[src/rtl/neighbor_edge_gen_pkg.sv]
// Shared types and constants for neighbour-edge generation: pixel-memory entry,
// edge payload, index/timestamp types and the scan FSM states.
package neighbor_edge_gen_pkg;

   localparam int unsigned X_PIXEL        = 32;
   localparam int unsigned Y_PIXEL        = 32;
   localparam int unsigned TOT_PIXEL      = X_PIXEL * Y_PIXEL;
   localparam int unsigned PIX_ADDR_W     = $clog2(TOT_PIXEL);
   localparam int unsigned PIX_IDX_W      = PIX_ADDR_W + 2;
   localparam int unsigned MAX_DS_RANGE   = 25;
   localparam int unsigned NODE_IDX_WIDTH = 16;
   localparam int unsigned TS_WIDTH       = 24;
   localparam int unsigned MAX_NEIGHBORS  = 16;
   localparam int unsigned CAND_W         = $clog2(MAX_DS_RANGE);
   localparam int unsigned CNT_W          = $clog2(MAX_NEIGHBORS + 1);

   typedef logic [NODE_IDX_WIDTH-1:0]   node_idx_t;
   typedef logic [TS_WIDTH-1:0]         ts_t;
   typedef logic signed [PIX_IDX_W-1:0] pixel_idx_t;
   typedef logic [PIX_ADDR_W-1:0]       pix_addr_t;

   localparam ts_t TIME_WINDOW = 24'd50000;

   typedef struct packed {
      logic      occupied;
      node_idx_t node;
      ts_t       ts;
   } pix_entry_t;

   typedef struct packed {
      node_idx_t src;
      node_idx_t dst;
   } edge_s;

   typedef enum logic [2:0] {
      S_IDLE,
      S_RD,
      S_CHK,
      S_EMIT,
      S_FIN
   } state_e;

endpackage

[src/rtl/neighbor_edge_gen_if.sv]
// Event input, pixel-memory read port, edge output and completion status of
// the neighbour-edge generator.
interface neighbor_edge_gen_if;
   import neighbor_edge_gen_pkg::*;

   logic                 in_valid;
   logic                 in_ready;
   pixel_idx_t           in_pixels [MAX_DS_RANGE];
   node_idx_t            in_node;
   ts_t                  in_ts;
   logic                 mem_rd_en;
   pix_addr_t            mem_rd_addr;
   pix_entry_t           mem_rd_data;
   logic                 edge_valid;
   logic                 edge_ready;
   node_idx_t            edge_src;
   node_idx_t            edge_dst;
   logic                 done;
   logic [CNT_W-1:0]     done_count;

   modport master (
      input  in_valid, in_pixels, in_node, in_ts, mem_rd_data, edge_ready,
      output in_ready, mem_rd_en, mem_rd_addr, edge_valid, edge_src, edge_dst,
             done, done_count
   );

   modport slave (
      output in_valid, in_pixels, in_node, in_ts, mem_rd_data, edge_ready,
      input  in_ready, mem_rd_en, mem_rd_addr, edge_valid, edge_src, edge_dst,
             done, done_count
   );

endinterface

[src/rtl/neighbor_edge_gen_time_filter.sv]
// Decides whether a stored pixel entry is a live neighbour of the new event;
// age is a modular difference so a "future" timestamp reads as very old.
module neighbor_time_filter
   import neighbor_edge_gen_pkg::*;
(
   input  pix_entry_t entry,
   input  ts_t        in_ts,
   input  node_idx_t  in_node,
   output logic       hit_c
);

   ts_t age_c;

   assign age_c = in_ts - entry.ts;
   assign hit_c = entry.occupied && (age_c <= TIME_WINDOW) && (entry.node != in_node);

endmodule

[src/rtl/neighbor_edge_gen.sv]
// Scans the 25 neighbour candidates of an event in L1 order, reads each valid
// pixel's last node and emits one edge per fresh neighbour, capped per event.
module neighbor_edge_gen
   import neighbor_edge_gen_pkg::*;
(
   input  logic                clk,
   input  logic                rstn,
   neighbor_edge_gen_if.master bus
);

   state_e             state_q, state_d;
   logic [CAND_W-1:0]  k_q, k_d;
   logic [CNT_W-1:0]   c_q, c_d;
   edge_s              edge_q, edge_d;

   pixel_idx_t         pix_q [MAX_DS_RANGE];
   node_idx_t          node_q;
   ts_t                ts_q;

   logic               in_ready_q;
   logic               mem_rd_en_q;
   pix_addr_t          mem_rd_addr_q;
   logic               edge_valid_q;
   logic               done_q;
   logic [CNT_W-1:0]   done_count_q;

   logic               accept_c;
   logic               last_c;
   logic               hit_c;
   logic               rd_go_c;
   pixel_idx_t         rd_pix_c;

   neighbor_time_filter u_filter (
      .entry   (bus.mem_rd_data),
      .in_ts   (ts_q),
      .in_node (node_q),
      .hit_c   (hit_c)
   );

   // Next-state and datapath decode
   always_comb begin
      state_d  = state_q;
      k_d      = k_q;
      c_d      = c_q;
      edge_d   = edge_q;
      accept_c = 1'b0;
      last_c   = (k_q == CAND_W'(MAX_DS_RANGE - 1));

      unique case (state_q)
         S_IDLE: begin
            if (bus.in_valid && in_ready_q) begin
               accept_c = 1'b1;
               k_d      = '0;
               c_d      = '0;
               state_d  = S_RD;
            end
         end
         S_RD: begin
            if (pix_q[k_q][PIX_IDX_W-1]) begin
               if (last_c) state_d = S_FIN;
               else        k_d     = k_q + CAND_W'(1);
            end else begin
               state_d = S_CHK;
            end
         end
         S_CHK: begin
            if (hit_c) begin
               edge_d.src = bus.mem_rd_data.node;
               edge_d.dst = node_q;
               state_d    = S_EMIT;
            end else if (last_c) begin
               state_d = S_FIN;
            end else begin
               k_d     = k_q + CAND_W'(1);
               state_d = S_RD;
            end
         end
         S_EMIT: begin
            if (bus.edge_ready) begin
               c_d = c_q + CNT_W'(1);
               if ((c_d == CNT_W'(MAX_NEIGHBORS)) || last_c) begin
                  state_d = S_FIN;
               end else begin
                  k_d     = k_q + CAND_W'(1);
                  state_d = S_RD;
               end
            end
         end
         S_FIN:   state_d = S_IDLE;
         default: state_d = S_IDLE;
      endcase

      // Outputs are registered from the next state, so the read strobe lines
      // up with the RD cycle and data returns in CHK.
      rd_pix_c = accept_c ? bus.in_pixels[0] : pix_q[k_d];
      rd_go_c  = (state_d == S_RD) && !rd_pix_c[PIX_IDX_W-1];
   end

   // Control state and registered outputs
   always_ff @(posedge clk) begin
      if (!rstn) begin
         state_q       <= S_IDLE;
         k_q           <= '0;
         c_q           <= '0;
         edge_q        <= '0;
         in_ready_q    <= 1'b0;
         mem_rd_en_q   <= 1'b0;
         mem_rd_addr_q <= '0;
         edge_valid_q  <= 1'b0;
         done_q        <= 1'b0;
         done_count_q  <= '0;
      end else begin
         state_q      <= state_d;
         k_q          <= k_d;
         c_q          <= c_d;
         edge_q       <= edge_d;
         in_ready_q   <= (state_d == S_IDLE);
         mem_rd_en_q  <= rd_go_c;
         edge_valid_q <= (state_d == S_EMIT);
         done_q       <= (state_d == S_FIN);
         if (rd_go_c)            mem_rd_addr_q <= pix_addr_t'(rd_pix_c);
         if (state_d == S_FIN)   done_count_q  <= c_d;
      end
   end

   // Event capture on acceptance
   always_ff @(posedge clk) begin
      if (accept_c) begin
         pix_q  <= bus.in_pixels;
         node_q <= bus.in_node;
         ts_q   <= bus.in_ts;
      end
   end

   assign bus.in_ready    = in_ready_q;
   assign bus.mem_rd_en   = mem_rd_en_q;
   assign bus.mem_rd_addr = mem_rd_addr_q;
   assign bus.edge_valid  = edge_valid_q;
   assign bus.edge_src    = edge_q.src;
   assign bus.edge_dst    = edge_q.dst;
   assign bus.done        = done_q;
   assign bus.done_count  = done_count_q;

endmodule

[src/flat_wrapper.sv]
// flat-port wrapper written by rule: the top's interface ports become plain ports
module neighbor_edge_gen_flat import neighbor_edge_gen_pkg::*;
  (clk, rstn, bus_in_valid, bus_in_pixels, bus_in_node, bus_in_ts, bus_mem_rd_data, bus_edge_ready, bus_in_ready, bus_mem_rd_en, bus_mem_rd_addr, bus_edge_valid, bus_edge_src, bus_edge_dst, bus_done, bus_done_count);
  neighbor_edge_gen_if bus_i ();
  input  logic clk;
  input  logic rstn;
  input wire logic [$bits(bus_i.in_valid)-1:0] bus_in_valid;
  input wire logic [$bits(bus_i.in_pixels)-1:0] bus_in_pixels;
  input wire logic [$bits(bus_i.in_node)-1:0] bus_in_node;
  input wire logic [$bits(bus_i.in_ts)-1:0] bus_in_ts;
  input wire logic [$bits(bus_i.mem_rd_data)-1:0] bus_mem_rd_data;
  input wire logic [$bits(bus_i.edge_ready)-1:0] bus_edge_ready;
  output wire logic [$bits(bus_i.in_ready)-1:0] bus_in_ready;
  output wire logic [$bits(bus_i.mem_rd_en)-1:0] bus_mem_rd_en;
  output wire logic [$bits(bus_i.mem_rd_addr)-1:0] bus_mem_rd_addr;
  output wire logic [$bits(bus_i.edge_valid)-1:0] bus_edge_valid;
  output wire logic [$bits(bus_i.edge_src)-1:0] bus_edge_src;
  output wire logic [$bits(bus_i.edge_dst)-1:0] bus_edge_dst;
  output wire logic [$bits(bus_i.done)-1:0] bus_done;
  output wire logic [$bits(bus_i.done_count)-1:0] bus_done_count;
  assign bus_i.in_valid = bus_in_valid;
  assign bus_i.in_pixels = {>>{bus_in_pixels}};
  assign bus_i.in_node = bus_in_node;
  assign bus_i.in_ts = bus_in_ts;
  assign bus_i.mem_rd_data = bus_mem_rd_data;
  assign bus_i.edge_ready = bus_edge_ready;
  assign bus_in_ready = bus_i.in_ready;
  assign bus_mem_rd_en = bus_i.mem_rd_en;
  assign bus_mem_rd_addr = bus_i.mem_rd_addr;
  assign bus_edge_valid = bus_i.edge_valid;
  assign bus_edge_src = bus_i.edge_src;
  assign bus_edge_dst = bus_i.edge_dst;
  assign bus_done = bus_i.done;
  assign bus_done_count = bus_i.done_count;
  neighbor_edge_gen u_core (.clk(clk), .rstn(rstn), .bus(bus_i));
endmodule
[config.mk]
export PLATFORM = sky130hd
export DESIGN_NAME = neighbor_edge_gen_flat
export DESIGN_NICKNAME = d
export VERILOG_FILES = /design/src/rtl/neighbor_edge_gen_pkg.sv /design/src/rtl/neighbor_edge_gen_if.sv /design/src/rtl/neighbor_edge_gen_time_filter.sv /design/src/rtl/neighbor_edge_gen.sv /design/src/flat_wrapper.sv
export SDC_FILE = /design/constraint.sdc
export NUM_CORES = 1
export LEC_CHECK = 0
export ABC_AREA = 0
export BUFFER_PORTS_ARGS = -buffer_cell sky130_fd_sc_hd__buf_2
export CAP_MARGIN = 20
export CELL_PAD_IN_SITES_DETAIL_PLACEMENT = 0
export CELL_PAD_IN_SITES_GLOBAL_PLACEMENT = 1
export CORE_MARGIN = 2
export CORE_UTILIZATION = 45
export DETAILED_ROUTE_END_ITERATION = 7
export GPL_TIMING_DRIVEN = 0
export PLACE_DENSITY = 0.95
export SYNTH_ARGS = -nofsm -noshare
export SYNTH_HDL_FRONTEND = slang
export SYNTH_SLANG_ARGS = --single-unit
[constraint.sdc]
create_clock -name clk -period 37.1 [get_ports clk]
set_input_delay 11.13 -clock clk [delete_from_list [all_inputs] [get_ports clk]]
set_output_delay 11.13 -clock clk [all_outputs]
set_load 0.02 [all_outputs]
Word level (Yosys, flattened, before mapping)
Index checks and enable logic that the tools add are counted.
{ "classes": {"addsub": 3, "order_cmp": 3, "eq_ne": 9, "muxes": 27, "n_bitwise": 2, "n_reduce_logical": 9} }
{ "ops": {"columns": ["cell", "count"], "rows": [
  ["binary-select mux 12 bit (select 5 bit)", 2],
  ["2-to-1 mux 12 bit", 5],
  ["2-to-1 mux 5 bit", 8],
  ["<= comparator 24 x 16 -> 1 bit, second input constant", 1],
  ["subtractor 24 bit", 1],
  ["2-to-1 mux 3 bit", 7],
  ["case mux 5 bit (4 select lines)", 1],
  ["inequality test 16 bit", 1],
  [">= comparator 6 bit, second input constant", 2],
  ["inverter 5 -> 6 bit", 2],
  ["case mux 3 bit (4 select lines)", 1],
  ["adder 5 x 1 -> 5 bit, second input constant", 2],
  ["equality test 5 bit, second input constant", 2],
  ["case mux 5 bit (2 select lines)", 1],
  ["equality test 3 x 2 -> 1 bit, second input constant", 3],
  ["equality test 3 x 1 -> 1 bit, second input constant", 2],
  ["logical NOT 3 bit", 2],
  ["logical AND 1 bit", 4],
  ["equality test 3 bit, second input constant", 1],
  ["2-to-1 mux 1 bit", 2],
  ["AND reduction 2 bit", 1],
  ["logical NOT 1 bit", 1],
  ["logical OR 1 bit", 1]
]} }
{ "totals": {"ff_bits": 404, "input_bits": 385, "out_inout_bits": 51, "word_cells": 91} }

Logic depth before layout (Yosys ltp)
Gate-level depths: netlist of the first run.
{ "logic_depth": {"ltp_word": 13, "depth_mapped": 21} }

By module
Synthesis of the first run repeated with hierarchy kept, for this count alone.
{ "hier_totals": {"hier_cells": 1289, "hier_area_um2": 16828.6} }
{ "by_module_without_submodules": {"columns": ["module", "instances", "cells_per_inst", "area_each_um2"], "rows": [
  ["neighbor_edge_gen", 1, 1069, 15327.2],
  ["neighbor_time_filter", 1, 220, 1501.4]
]} }

Worst setup path before layout of the first run
Ideal clock, no wire load.
{ "synth_path": {"path_kind": "input port to flip-flop", "startpoint": "input bus_in_valid", "endpoint": "register u_core.node_q[0] (enable)", "setup_time_ns": 0.803, "arrival_ns": 20.752, "required_ns": 36.297, "path_slack_ns": 15.546, "cell_stages": 5, "n_path_buf": 2, "cell_sequence": "nand2_1 > or4_1 > inv_1 > clkbuf_1 > clkbuf_1"} }
{ "synth_between": {"elab_chain_len": 3} }
{ "synth_rtl": {"columns": ["item", "line", "source"], "rows": [
  ["from (decl)", "flat_wrapper.sv:7", "input wire logic [$bits(bus_i.in_valid)-1:0] bus_in_valid;"],
  ["logical AND 1 bit", "neighbor_edge_gen.sv:51", "if (bus.in_valid && in_ready_q) begin"],
  ["2-to-1 mux 1 bit", "neighbor_edge_gen.sv:51", null],
  ["2-to-1 mux 1 bit", "neighbor_edge_gen.sv:49", "unique case (state_q)"],
  ["via u_core.accept_c", "neighbor_edge_gen.sv:27", "logic accept_c;"],
  ["to (signal assigned)", "neighbor_edge_gen.sv:130", "node_q <= bus.in_node;"],
  ["to (decl)", "neighbor_edge_gen.sv:17", "node_idx_t node_q;"]
]} }
The timed path passes the listed nets, and every way through them passes these cells.
A chain may end at the register's enable or synchronous reset.

Final worst setup path of the first run
{ "layout_path": {"startpoint": "input bus_mem_rd_data[8]", "endpoint": "register u_core.mem_rd_addr_q[0] (netlist: u_core.bus.mem_rd_addr[0])"} }
{ "layout_between": {"elab_chain_len": 13} }
{ "layout_rtl": {"columns": ["item", "line", "source"], "rows": [
  ["from (decl)", "flat_wrapper.sv:11", "input wire logic [$bits(bus_i.mem_rd_data)-1:0] bus_mem_rd_data;"],
  ["subtractor 24 bit *", "neighbor_edge_gen_time_filter.sv:14", "assign age_c = in_ts - entry.ts;"],
  ["<= comparator 24 x 16 -> 1 bit *", "neighbor_edge_gen_time_filter.sv:15", "assign hit_c = entry.occupied && (age_c <= TIME_WINDOW) && (entry.node != in_node);"],
  ["logical AND 1 bit * (2 in series)", "neighbor_edge_gen_time_filter.sv:15", null],
  ["2-to-1 mux 5 bit", "neighbor_edge_gen.sv:67", "if (hit_c) begin"],
  ["case mux 5 bit (4 select lines)", "neighbor_edge_gen.sv:49", null],
  ["inverter 5 -> 6 bit (implied by the code)", "neighbor_edge_gen.sv:95", "rd_pix_c = accept_c ? bus.in_pixels[0] : pix_q[k_d];"],
  ["binary-select mux 12 bit (select 5 bit)", "neighbor_edge_gen.sv:95", null],
  ["2-to-1 mux 12 bit (implied by the code) (2 in series)", "neighbor_edge_gen.sv:95", null],
  ["2-to-1 mux 12 bit", "neighbor_edge_gen.sv:95", null],
  ["logical NOT 1 bit", "neighbor_edge_gen.sv:96", "rd_go_c = (state_d == S_RD) && !rd_pix_c[PIX_IDX_W-1];"],
  ["logical AND 1 bit", "neighbor_edge_gen.sv:96", null],
  ["to (signal assigned)", "neighbor_edge_gen.sv:121", "if (rd_go_c) mem_rd_addr_q <= pix_addr_t'(rd_pix_c);"],
  ["to (decl)", "neighbor_edge_gen.sv:22", "pix_addr_t mem_rd_addr_q;"]
]} }
Every way passes the cells marked *; elsewhere a longest branch is shown, timed or not. The select of a mux whose other input is x is not followed.

==> flow_summary.toml, run 1 <==
[outcome]
outcome = "complete, no violations"

[layout]
post-route-util_pct = 57.1
synthToLayoutAreaGrowth_pct = 24.6
drive_gt1_share_pct = 30.1
final_nets = 2222

[pwr]
p_sw_w = 0.000262
power_frac_seq_pct = 48.4
irDropWorstVdd_mv = 0.0564
pwr-share-clk_pct = 38.6
netSwitchingFraction_pct = 25.3
pwr-share-comb_pct = 13.0
p_leak_nw = 8.14
powerDensity_nw_per_um2 = 49.4
internal_power_w = 0.000775

[yosys]
async_flop_share_pct = 0
synth_area_leader_cell = "edfxtp_1"
synth_xor_area_share_pct = 1.82
synth_top_family_by_area = "compound AO/OA/AOI/OAI gates"
yosysWarnings = 0
mappedNetlistNets = 1759
synth.avg_cell_area_sq_um = 12.5
post_synth_and_or_nand_nor_area_fraction_pct = 10.6
synth_edf_count = 315
netlist-cell-type-count = 79
yosysSeqAreaShare_pct = 63.8
synthCells = 1348
synthMuxAreaShare_pct = 3.74
ys.flop_type = "edfxtp_1"
synth_compound_area_share_pct = 15.0
synthTopCellsByArea = "edfxtp_1 56%, dfxtp_1 7.6%, nand2_1 5.2%"
synth.cell_area_sq_um = 16800
ys_seq_elements = 379
synthAdderAreaFrac_pct = 1.93
synth_top_area_share_pct = 56.2

[timing]
fmaxAchievable_mhz = 62.0
fin_ws_ns = 20.96
rsz0062_at_grt = "no"
finalSetupTns_ns = 0
report.final.hold_viol_count = 0
maxSlewViolCount = 0
period_needed_ns = 16.14
setup_viol = 0
period_share_pct = 43.5
max-slew-margin-rel_pct = 37.2
worstMarginPinSlew_ns = 0.939
finClkSkew_ns = 0.0240

[critical_path]
endpoint_kind = "register"
critPathKind = "primary input to register"
crit_path_max_fanout = 10
slowest_delay_ns = 0.59
cp_data_arrival_time_ns = 16.64
reg2reg_slack_ns = 31.26
crit_required_ns = 37.60
r2r-end = "u_core.bus.mem_rd_addr[0]$_SDFFE_PN0P_"
cp_slowest_cell = "a311oi_1"
reg2reg_depth = 19
r2r-start = "u_core.ts_q[8]$_DFFE_PP_"
cp_num_buf_inv = 5
crit_chain = "buf_2, inv_1, ha_1, clkbuf_1, nand3_1, a2111oi_0, o21ai_1, a31oi_1, a21oi_1, xnor2_1, nand3_1, nor3_4, o21ai_2, nand2_2, clkbuf_1, nand2_1, a311oi_1, a2111oi_0, buf_2, o41a_1, a21oi_1"
cp_top_family = "compound AO/OA/AOI/OAI gates"
startpoint_type = "primary input"

[clock_network]
ctsHoldBuffers = 0
clock_latency_ns = 0.56
post_cts_resized = 0
cts_buffers = 39
cts.sinks = 379
htree_levels = 2
clk_pin_slew_worst_paths_ns = 0.06
clock_tree.buffer_depth = 3
cts_setup_buffers = 0
cts_tree = "built"
root_buffer = "clkbuf_16"

[drt]
wirelength_um = 50100
vias_per_cell = 5.56
wl_per_cell_um = 21.7
antenna_left = 0
via_count = 12900
drt_iter0_drc = 932
drtPass1Iterations = 6
drc = 0

[hold_path]
hold_end = "u_core.bus.edge_src[1]$_SDFFE_PN0P_"
hp-class = "register to register"
hp-start = "u_core.bus.edge_src[1]$_SDFFE_PN0P_"
holdPathStages = 2

[placement]
post-place-ws_ns = 20.45
dp_hpwl_um = 37700
portBuffers = 410
gp_congestion = 0.915

[grt]
grt_pass1_wl_um = 73000
gr-total-overflow = 0
grt_max_degree = 67
track_usage_pct = 25.1
antenna_found_initial = 7
grt_pass1_vias = 12800

[die]
std_cell_rows = 70
dieHeight_um = 197
fp.dieW_um = 197
core_sq_um = 36700
ios = 436
initial_core_util_pct = 45.9
die_area_sq_um = 39000

[job]
maxCapViolCount = 0
==> power by group through the flow <==
| stage | clock, W | sequential (W) | combinational [W] |
|---|---|---|---|
| after global placement | 0 | 0.000527 | 0.000129 |
| after CTS | 0.000406 | 0.000501 | 0.000135 |
| after detailed placement | 0 | 0.000510 | 0.000134 |
| final | 0.000400 | 0.000501 | 0.000135 |
| after global routing | 0.000421 | 0.000503 | 0.000147 |
| after floorplan | 0 | 0.000522 | 0.0000783 |
==> layout make-up <==
type,count,area (sq um)
multi-input combinational,858,5590
clock inverter,28,278
tap,468,586
inverter,30,113
fill,2964,15700
buffer,81,397
timing repair buffer,422,2230
clock buffer,43,1020
antenna,4,10.0
sequential,379,10700
==> logic make-up after synthesis <==
group	Yosys count
flops	379
buf+inv	111
xor+xnor	35
fa+ha+maj	26
mux	56
simple gates	389
compound gates	352
==> synthesized netlist by cell type, types with 5 or more instances <==
| library cell | n |
|---|---|
| nor2b_1 | 7 |
| a21oi_1 | 94 |
| edfxtp_1 | 315 |
| nand2_1 | 231 |
| a311oi_1 | 18 |
| dfxtp_1 | 64 |
| buf_2 | 19 |
| xnor2_1 | 25 |
| inv_1 | 30 |
| and3_1 | 10 |
| o21ai_1 | 5 |
| nor3_1 | 7 |
| mux2_2 | 5 |
| nor2_1 | 39 |
| o41ai_1 | 10 |
| mux4_2 | 5 |
| a22oi_1 | 5 |
| a21boi_0 | 45 |
| nand4_1 | 16 |
| a211o_1 | 5 |
| o21a_1 | 5 |
| a32oi_1 | 13 |
| o221ai_1 | 8 |
| a2111oi_0 | 9 |
| clkbuf_1 | 46 |
| and2_1 | 12 |
| o41a_1 | 9 |
| mux2i_1 | 46 |
| o21bai_1 | 10 |
| o211ai_1 | 15 |
| o21ai_0 | 20 |
| nand2b_1 | 6 |
| buf_4 | 9 |
| xor2_1 | 10 |
| nand3_1 | 33 |
| a211oi_1 | 44 |
| ha_1 | 26 |
==> placed cells by master (no fill, tap or decap), drive strengths merged, types with 25 or more instances in the layout <==
master  synthesis  final
buf            34    453
a21boi         45     45
clkbuf         47     90
ha             26     26
inv            30     31
nand3          35     35
o21ai          26     26
xnor2          25     25
dfxtp          64     64
a211oi         45     45
nor2           39     39
a21oi          95     95
edfxtp        315    315
nand2         232    232
mux2i          46     46
==> worst max path at each step <==
stage	start	endpoint	slack, ns	depth (start not counted)
6_report	bus_mem_rd_data[8]	u_core.bus.mem_rd_addr[0]$_SDFFE_PN0P_	20.96	21
4_1_cts	bus_mem_rd_data[8]	u_core.bus.mem_rd_addr[3]$_SDFFE_PN0P_	21.02	21
5_1_grt	bus_mem_rd_data[9]	u_core.bus.mem_rd_addr[0]$_SDFFE_PN0P_	20.45	21
3_5_place_dp	bus_mem_rd_data[9]	u_core.bus.mem_rd_addr[3]$_SDFFE_PN0P_	20.45	21
3_3_place_gp	bus_in_valid	u_core.bus.mem_rd_addr[7]$_SDFFE_PN0P_	10.92	8
2_1_floorplan	bus_in_valid	u_core.node_q[0]$_DFFE_PP_	15.55	5
==> sequential cells by signal, summed over array words and instances, names as in the netlist <==
name / flops
u_core.bus.in_ready: 1
u_core.bus.done_count: 5
u_core.state_q: 3
u_core.bus.edge_valid: 1
u_core.ts_q: 24
u_core.bus.done: 1
u_core.bus.edge_src: 16
u_core.node_q: 16
u_core.bus.edge_dst: 16
u_core.k_q: 5
u_core.bus.mem_rd_en: 1
u_core.pix_q: 275
u_core.bus.mem_rd_addr: 10
u_core.c_q: 5
==> worst min-delay path: cells and delay by family, from the launching register on <==
family	cells	cell delay, ns
AO/OA/AOI/OAI	1	0.05
flip-flops	1	0.31
AND/OR/NAND/NOR	1	0.05
==> metal layers <==
metal / wire length, um / track usage, % / vias to the layer above / share of wire (%)
li1: - / - / 6069 / -
met5: 41 / 0 / - / 0.082
met1: 19500 / 30.5 / 6100 / 39
met4: 1840 / 10.6 / 6 / 3.7
met2: 25100 / 43.7 / 591 / 50
met3: 3640 / 4.83 / 101 / 7.3
==> metrics by stage <==
stage                     instances  hold WS, ns  area [sq um]  power [W]
after floorplan                1348        0.529         16800   0.000601
final                          2313        0.453         21000    0.00104
after global placement         2226        0.437         19500   0.000655
after global routing           2311        0.467         21000    0.00107
after detailed placement       2238        0.442         19700   0.000645
after CTS                      2309        0.450         21000    0.00104
No activity file was read; power rests on OpenSTA's default activity.
==> run 2: changes to the inputs <==
--- a/config.mk
+++ b/config.mk
@@ -5,16 +5,16 @@
 export SDC_FILE = /design/constraint.sdc
 export NUM_CORES = 1
 export LEC_CHECK = 0
-export ABC_AREA = 0
+export ABC_AREA = 1
 export BUFFER_PORTS_ARGS = -buffer_cell sky130_fd_sc_hd__buf_2
 export CAP_MARGIN = 20
 export CELL_PAD_IN_SITES_DETAIL_PLACEMENT = 0
 export CELL_PAD_IN_SITES_GLOBAL_PLACEMENT = 1
 export CORE_MARGIN = 2
-export CORE_UTILIZATION = 45
+export CORE_UTILIZATION = 37
 export DETAILED_ROUTE_END_ITERATION = 7
 export GPL_TIMING_DRIVEN = 0
-export PLACE_DENSITY = 0.95
+export PLACE_DENSITY = 0.88
 export SYNTH_ARGS = -nofsm -noshare
 export SYNTH_HDL_FRONTEND = slang
 export SYNTH_SLANG_ARGS = --single-unit
==> constraint.sdc (replaced) <==
create_clock -name clk -period 14.6 [get_ports clk]
set_input_delay 4.38 -clock clk [delete_from_list [all_inputs] [get_ports clk]]
set_output_delay 4.38 -clock clk [all_outputs]
set_load 0.02 [all_outputs]
==> flow_summary.toml, run 2 <==
[yosys]
synthTopCellsByArea = "edfxtp_1 51%, nand2_1 9.7%, nand3_1 9.2%"
synth.avg_cell_area_sq_um = 8.93
ys_seq_elements = 379
synth_edf_count = 315
synthAdderAreaFrac_pct = 1.74
yosys.cell_count.top_type = "nand2_1"
post_synth_and_or_nand_nor_area_fraction_pct = 26.5
ys.flop_type = "edfxtp_1"
synth_area_leader_cell = "edfxtp_1"
yosysSeqAreaShare_pct = 57.4
yosys-top-cells-count = "483 x nand2_1, 349 x inv_1, 345 x nand3_1"
yosysWarnings = 0
synthMuxAreaShare_pct = 0
synth.cell_area_sq_um = 18700
synth_compound_area_share_pct = 3.55
synth_xor_area_share_pct = 1.03
netlist-cell-type-count = 46
synth_top_family_by_area = "simple AND/OR/NAND/NOR gates"
synth_top_area_share_pct = 50.6
mappedNetlistNets = 2506
synthCells = 2095
async_flop_share_pct = 0

[clock_network]
clk_pin_slew_worst_paths_ns = 0.06
root_buffer = "clkbuf_16"
clock_latency_ns = 0.56
cts_setup_buffers = 0
cts_tree = "built"
htree_levels = 2
ctsHoldBuffers = 0
cts_buffers = 43
cts.sinks = 379
clock_tree.buffer_depth = 3
post_cts_resized = 0

[grt]
antenna_found_initial = 19
track_usage_pct = 22.0
grt_max_degree = 38
grt_pass1_wl_um = 88600
gr-total-overflow = 0
grt_pass1_vias = 15700

[critical_path]
slowest_delay_ns = 0.40
worst-path-stages = 29
cp_data_arrival_time_ns = 8.34
startpoint_type = "primary input"
critPathKind = "primary input to register"
cp_top_family = "simple AND/OR/NAND/NOR gates"
reg2reg_depth = 27
crit_path_max_fanout = 10
worst_path_most_repeated_cell = "nand2_1"
crit_required_ns = 15.05
endpoint_kind = "register"
cp_num_buf_inv = 5
cp_slowest_cell = "ha_1"

[placement]
gp_congestion = 0.925
post-place-ws_ns = 6.12
portBuffers = 410
dp_hpwl_um = 45600

[layout]
synthToLayoutAreaGrowth_pct = 24.6
largest_reg_flops = 275
post-route-util_pct = 46.5
regMostFlops = "u_core.pix_q"
drive_gt1_share_pct = 23.3
final_cell_mix = "483 x nand2_1, 446 x buf_2, 349 x inv_1"
fillers = 4855
register_area_sq_um = 10700
multi_input_area_sq_um = 6150
largest_registers = "u_core.pix_q: 275 flops, u_core.ts_q: 24 flops"
final_nets = 2971
final_common_cell = "nand2_1"

[timing]
fin_ws_ns = 6.71
finalHoldWorstSlack_ns = 0.499
setup_viol = 0
period_needed_ns = 7.89
period_share_pct = 54.1
finClkSkew_ns = 0.0197
maxSlewViolCount = 0
worstMarginPinSlew_ns = 1.01
max-slew-margin-rel_pct = 32.6
report.final.hold_viol_count = 0
rsz0062_at_grt = "no"
fmaxAchievable_mhz = 127

[die]
fp.dieW_um = 229
die_area_sq_um = 52400
initial_core_util_pct = 37.4
ios = 436
core_sq_um = 50100
std_cell_rows = 82
dieHeight_um = 229

[drt]
via_count = 15700
wirelength_um = 58200
route.met3.wl_um = 3790
routedLengthMet1_um = 24700
drt_iter0_drc = 1144
wl_met2_um = 27800
antenna_left = 0
drtPass1Iterations = 5
vias_per_cell = 4.81
drc = 0
wl_per_cell_um = 17.8
highest_layer = "met5"

[pwr]
p_leak_nw = 10.9
powerDensity_nw_per_um2 = 122
irDropWorstVdd_mv = 0.0930

[hold_path]
hp-class = "register to register"
holdPathStages = 2

[outcome]
outcome = "complete, no violations"

[job]
maxCapViolCount = 0
==> run 2: changes by cell type after synthesis, moves of 14 or more <==
cell / change
o21ai_0: +35
nand3b_1: +60
nand3_1: +312
a21oi_1: -53
inv_1: +319
nor2_1: +101
buf_2: +17
a311oi_1: -18
inv_2: +17
mux2i_1: -46
a21boi_0: -45
a211oi_1: -43
nor2_2: +14
nand2_1: +252
==> run 2: final timing paths <==
kind                                                          endpoint                                   start  slack (ns)
worst max-delay path            u_core.bus.mem_rd_addr[6]$_SDFFE_PN0P_                     bus_mem_rd_data[20]        6.71
worst min-delay path            u_core.bus.mem_rd_addr[8]$_SDFFE_PN0P_  u_core.bus.mem_rd_addr[8]$_SDFFE_PN0P_        0.50
worst max register to register  u_core.bus.mem_rd_addr[6]$_SDFFE_PN0P_               u_core.ts_q[20]$_DFFE_PP_       10.22
worst min register to register  u_core.bus.mem_rd_addr[8]$_SDFFE_PN0P_  u_core.bus.mem_rd_addr[8]$_SDFFE_PN0P_        0.50
==> run 2: cells by family (layout without fill, tap and decap cells) <==
| logic type | count (synthesis) | count (layout) |
|---|---|---|
| compound gates | 119 | 119 |
| xor+xnor | 22 | 22 |
| fa+ha+maj | 26 | 26 |
| buf+inv | 458 | 957 |
| flops | 379 | 379 |
| other cells | 0 | 9 |
| simple gates | 1091 | 1091 |
==> run 2: worst register-to-register path, cell delays in order, from the launching register on <==
cell	delay [ns]
edfxtp_1	0.39
ha_1	0.43
nand2_1	0.13
nor3_1	0.27
nand2_1	0.13
nor2_1	0.10
nand2_1	0.08
nand3_1	0.08
nand2_1	0.05
nand2_1	0.12
nand2_1	0.08
inv_2	0.05
nand2_1	0.07
nor2_4	0.16
nand3_4	0.24
o211ai_2	0.21
nand2_1	0.24
nor2_1	0.34
buf_2	0.30
nand3_1	0.14
nand2_1	0.12
inv_1	0.08
nand3_1	0.11
nand3_1	0.09
nand2_1	0.08
nand2_1	0.06
nand2_1	0.08
nor2_2	0.03
==> run 2: per-stage QoR <==
step / power, W / instances / instance area [sq um] / TNS (ns)
floorplan: 0.00160 / 2095 / 18700 / 0
global placement: 0.00177 / 3177 / 21600 / -670.26
detailed placement: 0.00176 / 3187 / 21800 / 0
CTS: 0.00287 / 3266 / 23300 / 0
global route: 0.00297 / 3274 / 23300 / 0
finish: 0.00284 / 3275 / 23300 / 0
==> run 2: layout make-up <==
class,count,share of cell area (%)
flip-flops and latches,379,46.1
multi-input cells,1258,26.4
plain buffers,90,1.93
clock inverters,23,1.02
repair buffers,420,9.73
inverters,368,5.93
well taps,672,3.61
diodes,9,0.0966
clock buffers,56,5.23
==> run 2: power by group <==
group,switching (W),internal [W],leakage [nW]
logic,0.000297,0.000164,6.79
clock network,0.000444,0.000662,0.717
registers,0.0000220,0.00125,3.43
total,0.000763,0.00208,10.9
==> run 2: per-layer routing <==
metal	vias to the layer above	track usage (%)
met5	-	0
met4	16	7.18
met3	112	4.78
met2	544	37.7
met1	7307	27.7
li1	7760	-
